**src/rtl/instr_fetch_if.sv**
```systemverilog
// Bundle of the instruction-memory handshake, the redirect input and the ID-stage
// valid/ready channel seen by the instr_fetch stage.
// master = fetch stage side, slave = memory / execute / ID side.
// Optional: IFETCH_MISALIGN_TRAP_EN adds the fetch_misalign flag.
interface instr_fetch_if #(
    parameter int XLEN = 64
);
    logic            imem_req;
    logic [XLEN-1:0] imem_addr;
    logic            imem_ack;
    logic [31:0]     imem_rdata;
    logic            redirect;
    logic [XLEN-1:0] redirect_pc;
    logic            id_ready;
    logic            id_valid;
    logic [XLEN-1:0] id_pc;
    logic [31:0]     id_instr;
    logic [6:0]      id_opcode;
`ifdef IFETCH_MISALIGN_TRAP_EN
    logic            fetch_misalign;
`endif

    modport master (
        output imem_req, imem_addr,
        input  imem_ack, imem_rdata,
        input  redirect, redirect_pc,
        input  id_ready,
        output id_valid, id_pc, id_instr, id_opcode
`ifdef IFETCH_MISALIGN_TRAP_EN
        , output fetch_misalign
`endif
    );

    modport slave (
        input  imem_req, imem_addr,
        output imem_ack, imem_rdata,
        output redirect, redirect_pc,
        output id_ready,
        input  id_valid, id_pc, id_instr, id_opcode
`ifdef IFETCH_MISALIGN_TRAP_EN
        , input fetch_misalign
`endif
    );
endinterface

```
**src/rtl/instr_fetch.sv**
```systemverilog
// Instruction-fetch stage: holds the fetch PC, issues word fetches over a req/ack
// handshake, buffers returned instructions in a small FIFO and presents
// {pc, instr, opcode} to the ID stage. Redirects flush wrong-path work; a request
// still outstanding at redirect time is drained (DROP) at its original address.
// Optional: define IFETCH_MISALIGN_TRAP_EN to trap on misaligned redirect targets
// (adds fetch_misalign and a TRAP state); otherwise redirect_pc[1:0] is ignored.
module instr_fetch #(
    parameter int              XLEN      = 64,
    parameter logic [XLEN-1:0] RESET_PC  = '0,
    parameter int              BUF_DEPTH = 2
) (
    input logic           clk,
    input logic           rst,
    instr_fetch_if.master bus
);
    localparam int          PTR_W = $clog2(BUF_DEPTH);
    localparam int          CNT_W = PTR_W + 1;
    localparam logic [31:0] NOP   = 32'h00000013;

`ifdef IFETCH_MISALIGN_TRAP_EN
    typedef enum logic [1:0] {IDLE, FETCH, DROP, TRAP} state_t;
`else
    typedef enum logic [1:0] {IDLE, FETCH, DROP} state_t;
`endif

    state_t          state;
    logic [XLEN-1:0] fpc;
    logic [XLEN-1:0] stale_addr;
    logic [XLEN-1:0] buf_pc    [BUF_DEPTH];
    logic [31:0]     buf_instr [BUF_DEPTH];
    logic [PTR_W-1:0] rd_ptr;
    logic [PTR_W-1:0] wr_ptr;
    logic [CNT_W-1:0] count;

    logic            req;
    logic            waiting;
    logic            push;
    logic            pop;
    logic            head_valid;
    logic [31:0]     head_instr;
    logic [XLEN-1:0] target;

`ifdef IFETCH_MISALIGN_TRAP_EN
    logic misaligned;
    logic misalign_q;
    logic drain_to_trap;
    logic trap_next;

    assign target     = bus.redirect_pc;
    assign misaligned = |bus.redirect_pc[1:0];
    assign trap_next  = bus.redirect ? misaligned : drain_to_trap;
    assign bus.fetch_misalign = misalign_q;
`else
    assign target = bus.redirect_pc & ~XLEN'(3);
`endif

    assign req        = ((state == FETCH) && (count < CNT_W'(BUF_DEPTH))) || (state == DROP);
    assign waiting    = req && !bus.imem_ack;
    assign head_valid = (state == FETCH) && (count != '0);
    assign push       = (state == FETCH) && req && bus.imem_ack && !bus.redirect;
    assign pop        = head_valid && bus.id_ready && !bus.redirect;
    assign head_instr = head_valid ? buf_instr[rd_ptr] : NOP;

    assign bus.imem_req  = req;
    assign bus.imem_addr = (state == DROP) ? stale_addr : fpc;
    assign bus.id_valid  = head_valid;
    assign bus.id_pc     = head_valid ? buf_pc[rd_ptr] : '0;
    assign bus.id_instr  = head_instr;
    assign bus.id_opcode = head_instr[6:0];

    // Fetch control FSM: PC advance, redirect handling and draining of stale requests.
    always_ff @(posedge clk or negedge rst) begin
        if (!rst) begin
            state      <= IDLE;
            fpc        <= RESET_PC;
            stale_addr <= '0;
`ifdef IFETCH_MISALIGN_TRAP_EN
            misalign_q    <= 1'b0;
            drain_to_trap <= 1'b0;
`endif
        end else begin
            case (state)
                IDLE: state <= FETCH;
                FETCH: begin
                    if (bus.redirect) begin
                        fpc <= target;
                        if (waiting) begin
                            stale_addr <= fpc;
                            state      <= DROP;
                        end
`ifdef IFETCH_MISALIGN_TRAP_EN
                        misalign_q    <= misaligned;
                        drain_to_trap <= misaligned && waiting;
                        if (misaligned && !waiting) begin
                            state <= TRAP;
                        end
`endif
                    end else if (push) begin
                        fpc <= fpc + XLEN'(4);
                    end
                end
                DROP: begin
                    if (bus.redirect) begin
                        fpc <= target;
`ifdef IFETCH_MISALIGN_TRAP_EN
                        misalign_q    <= misaligned;
                        drain_to_trap <= misaligned;
`endif
                    end
                    if (bus.imem_ack) begin
`ifdef IFETCH_MISALIGN_TRAP_EN
                        state <= trap_next ? TRAP : FETCH;
`else
                        state <= FETCH;
`endif
                    end
                end
`ifdef IFETCH_MISALIGN_TRAP_EN
                TRAP: begin
                    if (bus.redirect && !misaligned) begin
                        fpc        <= target;
                        misalign_q <= 1'b0;
                        state      <= FETCH;
                    end
                end
`endif
                default: state <= IDLE;
            endcase
        end
    end

    // FIFO occupancy and pointers; a redirect empties the buffer and overrides any pop.
    always_ff @(posedge clk or negedge rst) begin
        if (!rst) begin
            rd_ptr <= '0;
            wr_ptr <= '0;
            count  <= '0;
        end else if (bus.redirect && (state != IDLE)) begin
            rd_ptr <= '0;
            wr_ptr <= '0;
            count  <= '0;
        end else begin
            if (push) begin
                wr_ptr <= wr_ptr + PTR_W'(1);
            end
            if (pop) begin
                rd_ptr <= rd_ptr + PTR_W'(1);
            end
            if (push && !pop) begin
                count <= count + CNT_W'(1);
            end else if (pop && !push) begin
                count <= count - CNT_W'(1);
            end
        end
    end

    // FIFO storage: capture the returned instruction with the PC it was fetched from.
    always_ff @(posedge clk) begin
        if (push) begin
            buf_pc[wr_ptr]    <= fpc;
            buf_instr[wr_ptr] <= bus.imem_rdata;
        end
    end
endmodule
```
**src/flat_wrapper.sv**
```systemverilog
// flat-port wrapper written by rule: the top's interface ports become plain ports
module instr_fetch_flat 
#(
    parameter int              XLEN      = 64,
    parameter logic [XLEN-1:0] RESET_PC  = '0,
    parameter int              BUF_DEPTH = 2
)
  (clk, rst, bus_imem_req, bus_imem_addr, bus_imem_ack, bus_imem_rdata, bus_redirect, bus_redirect_pc, bus_id_ready, bus_id_valid, bus_id_pc, bus_id_instr, bus_id_opcode);
  instr_fetch_if #(.XLEN(XLEN)) bus_i ();
  input logic clk;
  input logic rst;
  output wire logic [$bits(bus_i.imem_req)-1:0] bus_imem_req;
  output wire logic [$bits(bus_i.imem_addr)-1:0] bus_imem_addr;
  input wire logic [$bits(bus_i.imem_ack)-1:0] bus_imem_ack;
  input wire logic [$bits(bus_i.imem_rdata)-1:0] bus_imem_rdata;
  input wire logic [$bits(bus_i.redirect)-1:0] bus_redirect;
  input wire logic [$bits(bus_i.redirect_pc)-1:0] bus_redirect_pc;
  input wire logic [$bits(bus_i.id_ready)-1:0] bus_id_ready;
  output wire logic [$bits(bus_i.id_valid)-1:0] bus_id_valid;
  output wire logic [$bits(bus_i.id_pc)-1:0] bus_id_pc;
  output wire logic [$bits(bus_i.id_instr)-1:0] bus_id_instr;
  output wire logic [$bits(bus_i.id_opcode)-1:0] bus_id_opcode;
  assign bus_imem_req = bus_i.imem_req;
  assign bus_imem_addr = bus_i.imem_addr;
  assign bus_i.imem_ack = bus_imem_ack;
  assign bus_i.imem_rdata = bus_imem_rdata;
  assign bus_i.redirect = bus_redirect;
  assign bus_i.redirect_pc = bus_redirect_pc;
  assign bus_i.id_ready = bus_id_ready;
  assign bus_id_valid = bus_i.id_valid;
  assign bus_id_pc = bus_i.id_pc;
  assign bus_id_instr = bus_i.id_instr;
  assign bus_id_opcode = bus_i.id_opcode;
  instr_fetch #(.XLEN(XLEN), .RESET_PC(RESET_PC), .BUF_DEPTH(BUF_DEPTH)) u_core (.clk(clk), .rst(rst), .bus(bus_i));
endmodule
```
**config.mk**
```make
export PLATFORM = sky130hd
export DESIGN_NAME = instr_fetch_flat
export DESIGN_NICKNAME = d
export VERILOG_FILES = /design/src/rtl/instr_fetch_if.sv /design/src/rtl/instr_fetch.sv /design/src/flat_wrapper.sv
export SDC_FILE = /design/constraint.sdc
export NUM_CORES = 1
export LEC_CHECK = 0
export BUFFER_PORTS_ARGS = -buffer_cell sky130_fd_sc_hd__buf_2
export CAP_MARGIN = 5
export CORE_ASPECT_RATIO = 1.1
export CORE_MARGIN = 1
export CORE_UTILIZATION = 60
export DETAILED_ROUTE_END_ITERATION = 10
export GPL_TIMING_DRIVEN = 0
export PLACE_DENSITY = 0.83
export SLEW_MARGIN = 5
export SYNTH_ARGS = -nofsm -noshare
export SYNTH_HDL_FRONTEND = slang
export SYNTH_SLANG_ARGS = --single-unit
```
**constraint.sdc**
```tcl
create_clock -name clk -period 15.49 [get_ports clk]
set_clock_uncertainty 0.2 [all_clocks]
set_input_delay 1.549 -clock clk [delete_from_list [all_inputs] [get_ports clk]]
set_output_delay 1.549 -clock clk [all_outputs]
set_load 0.03 [all_outputs]
```
==> key figures, run 1 <==
Power
  – Combinational share of power: 0.402
  – Psw: 1.51 mW
  – Clk pwr share: 0.220
  – Power Total: 3.63 mW
  – Leakage: 7.04 nW
  – Internal cell power: 2.12 mW
  – Net Sw Frac: 0.415
  – Max IR drop VDD: 0.140 mV
  – Power Dens Cells: 206 nW/um^2
  – Seq pwr share: 0.378

GRT
  – GRT Util Overall: 0.313
  – GR Util met3: 0.0579
  – First-pass GRT wire length: 59700 um
  – GR peak layer: met2
  – Largest net degree at the start of global routing: 79
  – Antenna violations before repair: 0
  – Vias in the first global route: 10961
  – GR Util met2: 0.512
  – Grt ovf: 0
  – Met1 GRT Util: 0.406

Route
  – DRT iter0 DRCs: 1038
  – Post-route ant nets: 0
  – Via count: 11151
  – Drt first pass iters: 5
  – Wire length per cell: 21.7 um
  – DR vias/cell: 6.15
  – DRC Markers: 0
  – Routed Wire Length: 39400 um

Timing
  – Setup TNS: 0 ns
  – Pins Over Slew Limit: 0
  – Setup WS post-layout: 10.06 ns
  – Slew headroom: 0.215
  – Fin crit share: 0.351
  – Final setup viols: 0
  – Max Fclk: 184 MHz
  – Min cycle time layout: 5.43 ns
  – RSZ-0062 raised after global routing: false
  – Final Hold Viols: 0
  – Slew @ Worst Pin: 1.18 ns

Yosys
  – Gate Count Post-Synth: 1179
  – Post-Synth Simple-Gate Area: 0.130
  – Syn Area/Cell: 12.4 um^2
  – Most instantiated cells after synthesis: edfxtp_1 (188), nor2_1 (135), dfrtp_1 (130)
  – Post-synthesis mux area share: 0.161
  – Top cells by area, synth: edfxtp_1 (39%), dfrtp_1 (22%), mux2_2 (9.3%)
  – YS warnings: 0
  – Xor-xnor portion of the synthesized cell area: 0.00180
  – Top-count cell post-synth: edfxtp_1
  – Syn Std Cell Area: 14600 um^2
  – Yosys cell types: 69
  – Post-synthesis adder-cell area fraction: 0.00599
  – Post-synth ARST share: 0.409
  – Dominant synthesized flop cell: edfxtp_1
  – Post-synth top area share: 0.386
  – Post-synth EDFFs: 188
  – Seq/Total Area, Yosys: 0.609
  – Synthesis-stage register bit count: 318
  – Yosys top cell by area: edfxtp_1
  – Largest family of logic cells by synthesized area: multiplexers
  – Compound-cell area share of the yosys netlist: 0.0638

Die
  – Die area: 25000 um^2
  – Core area: 23800 um^2
  – Die height: 166 um
  – Core Rows: 59
  – Initial Util: 0.615
  – Die Width: 151 um
  – I/O pin cnt: 270

Clocking
  – Setup bufs post-CTS: 0
  – CTS tree: built
  – Num Clock Sinks: 318
  – Cts bufs inserted: 31
  – CTS H-tree lvls: 1
  – Worst-path clk slew: 0.06 ns
  – Hold-fix buffers at CTS: 0
  – Clock Path Buffers: 3
  – Post-CTS Resized: 0
  – Worst-skew pair later-pin latency: 0.56 ns
  – Cell chosen for the clock root: clkbuf_16

Setup path
  – Reg2reg start: u_core.state[0]$_DFFE_PN0P_
  – Startpoint types: flop
  – Crit path kind: flop to output port
  – Cells on worst reg2reg path: 9
  – RR Endpoint: u_core.fpc[25]$_DFFE_PN0P_
  – CP startpoint: u_core.state[0]$_DFFE_PN0P_
  – CP max FO: 10
  – Worst reg2reg setup slack: 12.18 ns
  – Worst Setup EP: bus_imem_addr[60]
  – CP arrival: 3.68 ns
  – Data required time of the worst path: 13.74 ns
  – Crit. End Element: output port

Placed design
  – DP Worst Slack: 10.75 ns
  – PortBufs: 263
  – GPL Wtd Cong: 0.944
  – Placed cell count: 1757
  – DP HPWL: 27700 um

Finish
  – Area Growth Syn to Fin: 20.3%
  – Layout cell share with drive strength beyond 1: 0.315
  – Antenna Diode Count: 0
  – Finished Layout Cells: 1814
  – Final Core Density: 0.740
  – Nets@finish: 1593

Status
  – Status: finished clean

Min path
  – Hold WC Path Type: flop to flop

Run
  – Max-Cap Viols: 0
-- cell type report --
class                           count  area, um^2
Sequential cell                   318        8900
Multi-Input combinational cell    767        5320
Tap cell                          305         382
Buffer                             87         388
Timing Repair Buffer              270        1470
Inverter                           10        37.5
Fill cell                        1628        6190
Clock buffer                       42         878
Clock inverter                     15         206
-- per-layer routing --
layer,share of wire,up-vias
met4,0.044,0
met5,0,-
met1,0.38,5370
met2,0.48,687
li1,-,4970
met3,0.095,124
-- kinds of logic (layout without fill, tap and decap cells) --
logic type                 after synthesis  in the layout
and+or+nand+nor                        386            386
DFF                                    318            318
muxes                                  220            220
AOI/OAI and AO/OA                      147            147
buffers and inverters                   97            424
adders and majority gates                7              7
xor gates and xnor gates                 3              3
other                                    1              4
-- worst max-delay path, cell delays in order (launching register included) --
cell	delay, ns
dfrtp_1	0.42
inv_1	0.13
ha_1	0.18
clkbuf_1	0.43
clkbuf_1	0.78
clkbuf_1	0.56
mux2_2	0.44
buf_2	0.19
-- through the flow --
step           hold WS [ns]  cell area (um^2)
4_1_cts               0.267             17600
2_1_floorplan         0.237             14600
3_5_place_dp          0.252             16500
5_1_grt               0.283             17600
6_report              0.267             17600
3_3_place_gp          0.244             16300
-- sequential cells by signal (all words and copies together), names as in the netlist --
register and flops:
u_core.buf_pc 124, u_core.state 2, u_core.buf_instr 64, u_core.count 2, u_core.fpc 62, u_core.wr_ptr 1, u_core.rd_ptr 1, u_core.stale_addr 62
-- cell usage in the layout, fill, tap and decap left out, types with 11 or more instances in the layout --
| master | n |
|---|---|
| clkbuf_1 | 68 |
| nor3_1 | 19 |
| a21oi_1 | 30 |
| buf_4 | 11 |
| nor2_1 | 133 |
| nand2_1 | 77 |
| and3_1 | 18 |
| mux2i_1 | 99 |
| o21ai_0 | 36 |
| mux2_2 | 121 |
| buf_2 | 271 |
| or3_1 | 16 |
| nand3_1 | 47 |
| edfxtp_1 | 188 |
| o211ai_1 | 16 |
| dfrtp_1 | 130 |
| clkbuf_16 | 32 |
| nand4_1 | 24 |
-- how the worst min path moves through the flow --
stage | from | endpoint | cells past startpoint
global route | u_core.fpc[33]$_DFFE_PN0P_ | u_core.buf_pc[1][33]$_DFFE_PP_ | 0
finish | u_core.fpc[20]$_DFFE_PN0P_ | u_core.buf_pc[0][20]$_DFFE_PP_ | 0
global placement | u_core.fpc[20]$_DFFE_PN0P_ | u_core.buf_pc[1][20]$_DFFE_PP_ | 0
detailed placement | u_core.fpc[18]$_DFFE_PN0P_ | u_core.buf_pc[1][18]$_DFFE_PP_ | 0
CTS | u_core.fpc[18]$_DFFE_PN0P_ | u_core.buf_pc[0][18]$_DFFE_PP_ | 0
floorplan | u_core.fpc[11]$_DFFE_PN0P_ | u_core.buf_pc[0][11]$_DFFE_PP_ | 0
-- power by group through the flow --
stage	clock, mW	sequential (mW)	combinational [mW]
floorplan	0	1.29	1.04
CTS	0.803	1.35	1.45
detailed placement	0	1.37	1.44
finish	0.798	1.37	1.46
global placement	0	1.35	1.40
global route	0.837	1.39	1.54
(Power assumes the default switching activity.)
==> inputs of run 2 (changes only) <==
--- a/config.mk
+++ b/config.mk
@@ -9,10 +9,10 @@
 export CAP_MARGIN = 5
 export CORE_ASPECT_RATIO = 1.1
 export CORE_MARGIN = 1
-export CORE_UTILIZATION = 60
+export CORE_UTILIZATION = 51
 export DETAILED_ROUTE_END_ITERATION = 10
 export GPL_TIMING_DRIVEN = 0
-export PLACE_DENSITY = 0.83
+export PLACE_DENSITY = 0.75
 export SLEW_MARGIN = 5
 export SYNTH_ARGS = -nofsm -noshare
 export SYNTH_HDL_FRONTEND = slang
==> constraint.sdc (replaced) <==
create_clock -name clk -period 4.9 [get_ports clk]
set_clock_uncertainty 0.2 [all_clocks]
set_input_delay 0.49 -clock clk [delete_from_list [all_inputs] [get_ports clk]]
set_output_delay 0.49 -clock clk [all_outputs]
set_load 0.03 [all_outputs]
==> key figures, run 2 (synthesis gave the netlist of run 1 again) <==
Finish
  – Multi-input gate area: 5320 um^2
  – Largest regs: u_core.buf_pc x124, u_core.buf_instr x64
  – Fillers: 2151
  – Nets@finish: 1633
  – Final Core Density: 0.644
  – Most common cell after layout, fill and taps aside: buf_2
  – FF/Latch Area: 8900 um^2
  – Max reg flops: 124
  – Layout cell share with drive strength beyond 1: 0.304
  – Commonest cells after routing, fill and taps aside: buf_2 (271), edfxtp_1 (188), nor2_1 (133)
  – Area Growth Syn to Fin: 23.5%
  – Reg with most FFs: u_core.buf_pc
  – Finished Layout Cells: 1915
  – Fin area: 18100 um^2

Clocking
  – Num Clock Sinks: 318
  – Hold-fix buffers at CTS: 37
  – Post-CTS Resized: 0
  – Cell chosen for the clock root: clkbuf_16
  – Worst-path clk slew: 0.06 ns
  – Cts bufs inserted: 34
  – Clock Path Buffers: 3
  – Worst-skew pair later-pin latency: 0.51 ns
  – CTS tree: built
  – CTS H-tree lvls: 2
  – Setup bufs post-CTS: 0

Placed design
  – Post-DP Area: 16600 um^2
  – DP Worst Slack: 1.17 ns
  – GPL Wtd Cong: 0.927
  – PortBufs: 263
  – Placed cell count: 1815
  – DP HPWL: 28100 um

Min path
  – Hold WC Path Type: input pin to flop
  – Worst Min Path Start: bus_redirect_pc[42]
  – Worst Hold End: u_core.fpc[42]$_DFFE_PN0P_
  – WHS Path Cells: 3

Route
  – DRT iter0 DRCs: 1163
  – Drt first pass iters: 6
  – Routed Wire Length: 40500 um
  – Via count: 11144
  – DRC Markers: 0
  – DR vias/cell: 5.82
  – Post-route ant nets: 0
  – Wire length per cell: 21.1 um

Timing
  – Fin crit share: 0.885
  – Hold Slack: 0.0101 ns
  – RSZ-0062 raised after global routing: false
  – Setup WS post-layout: 0.566 ns
  – Setup TNS: 0 ns
  – Final Hold Viols: 0
  – Max Fclk: 231 MHz
  – Slew @ Worst Pin: 1.06 ns
  – Final setup viols: 0
  – Pins Over Slew Limit: 0
  – Min cycle time layout: 4.33 ns
  – Slew headroom: 0.296

Die
  – I/O pin cnt: 270
  – Core Rows: 64
  – Die area: 29400 um^2
  – Core area: 28000 um^2
  – Die height: 180 um
  – Die Width: 163 um
  – Initial Util: 0.522

Run
  – Max-Cap Viols: 0

Setup path
  – CP max FO: 10
  – Data required time of the worst path: 4.21 ns
  – Crit path kind: flop to output port
  – Cells on worst reg2reg path: 9
  – Crit. End Element: output port
  – RR Endpoint: u_core.fpc[30]$_DFFE_PN0P_
  – Reg2reg start: u_core.state[0]$_DFFE_PN0P_
  – Worst reg2reg setup slack: 1.59 ns
  – CP arrival: 3.64 ns
  – Startpoint types: flop

Power
  – Leakage: 7.21 nW
  – Power Dens Cells: 638 nW/um^2
  – Clk pwr share: 0.224
  – Power Total: 11.5 mW
  – Combinational share of power: 0.401
  – Max IR drop VDD: 0.389 mV
  – Psw: 4.77 mW
  – Internal cell power: 6.76 mW
  – Seq pwr share: 0.375
  – Net Sw Frac: 0.413

GRT
  – Antenna violations before repair: 1
  – Largest net degree at the start of global routing: 84
  – Vias in the first global route: 11011
  – First-pass GRT wire length: 61500 um
  – GRT Util Overall: 0.276
  – Grt ovf: 0

Status
  – Status: finished clean
[run 2: worst max-delay path, cell delays in order, from the launching register on]
cell and delay (ns):
dfrtp_1 0.42, inv_1 0.13, ha_1 0.18, clkbuf_1 0.38, clkbuf_1 0.77, clkbuf_1 0.59
o21ai_0 0.37, buf_2 0.27
[run 2: worst max path at each step]
| stage | start | to | slack, ns | cells past startpoint |
|---|---|---|---|---|
| final | u_core.state[0]$_DFFE_PN0P_ | bus_imem_addr[37] | 0.57 | 7 |
| after global routing | u_core.state[0]$_DFFE_PN0P_ | bus_imem_addr[37] | 0.49 | 7 |
| after CTS | u_core.state[0]$_DFFE_PN0P_ | bus_imem_addr[60] | 0.62 | 7 |
| after detailed placement | u_core.state[0]$_DFFE_PN0P_ | bus_imem_addr[60] | 1.17 | 7 |
| after global placement | bus_redirect | u_core.buf_pc[0][31]$_DFFE_PP_ | -4.00 | 6 |
| after floorplan | u_core.state[0]$_DFFE_PN0P_ | u_core.buf_instr[0][0]$_DFFE_PP_ | -1.21 | 6 |
[run 2: power by group through the flow]
stage | logic [mW] | registers (mW) | clock network (mW)
final | 4.63 | 4.33 | 2.58
after floorplan | 3.28 | 4.07 | 0
after global routing | 4.95 | 4.40 | 2.72
after CTS | 4.61 | 4.29 | 2.61
after global placement | 4.46 | 4.30 | 0
after detailed placement | 4.56 | 4.34 | 0
[run 2: layout make-up]
class                           count  area share
Timing Repair Buffer              307       0.102
Inverter                           10     0.00208
Clock inverter                     10     0.00686
Clock buffer                       52      0.0549
Sequential cell                   318       0.493
Multi-Input combinational cell    767       0.295
Buffer                             87      0.0215
Antenna cell                        1    0.000139
Tap cell                          363      0.0251
[run 2: metal layers]
layer | vias up | global-route usage | part of all wire
met5 | - | 0 | 0
met4 | 0 | 0.122 | 0.044
met3 | 122 | 0.0517 | 0.088
met2 | 626 | 0.452 | 0.48
met1 | 5334 | 0.355 | 0.39
li1 | 5062 | - | -
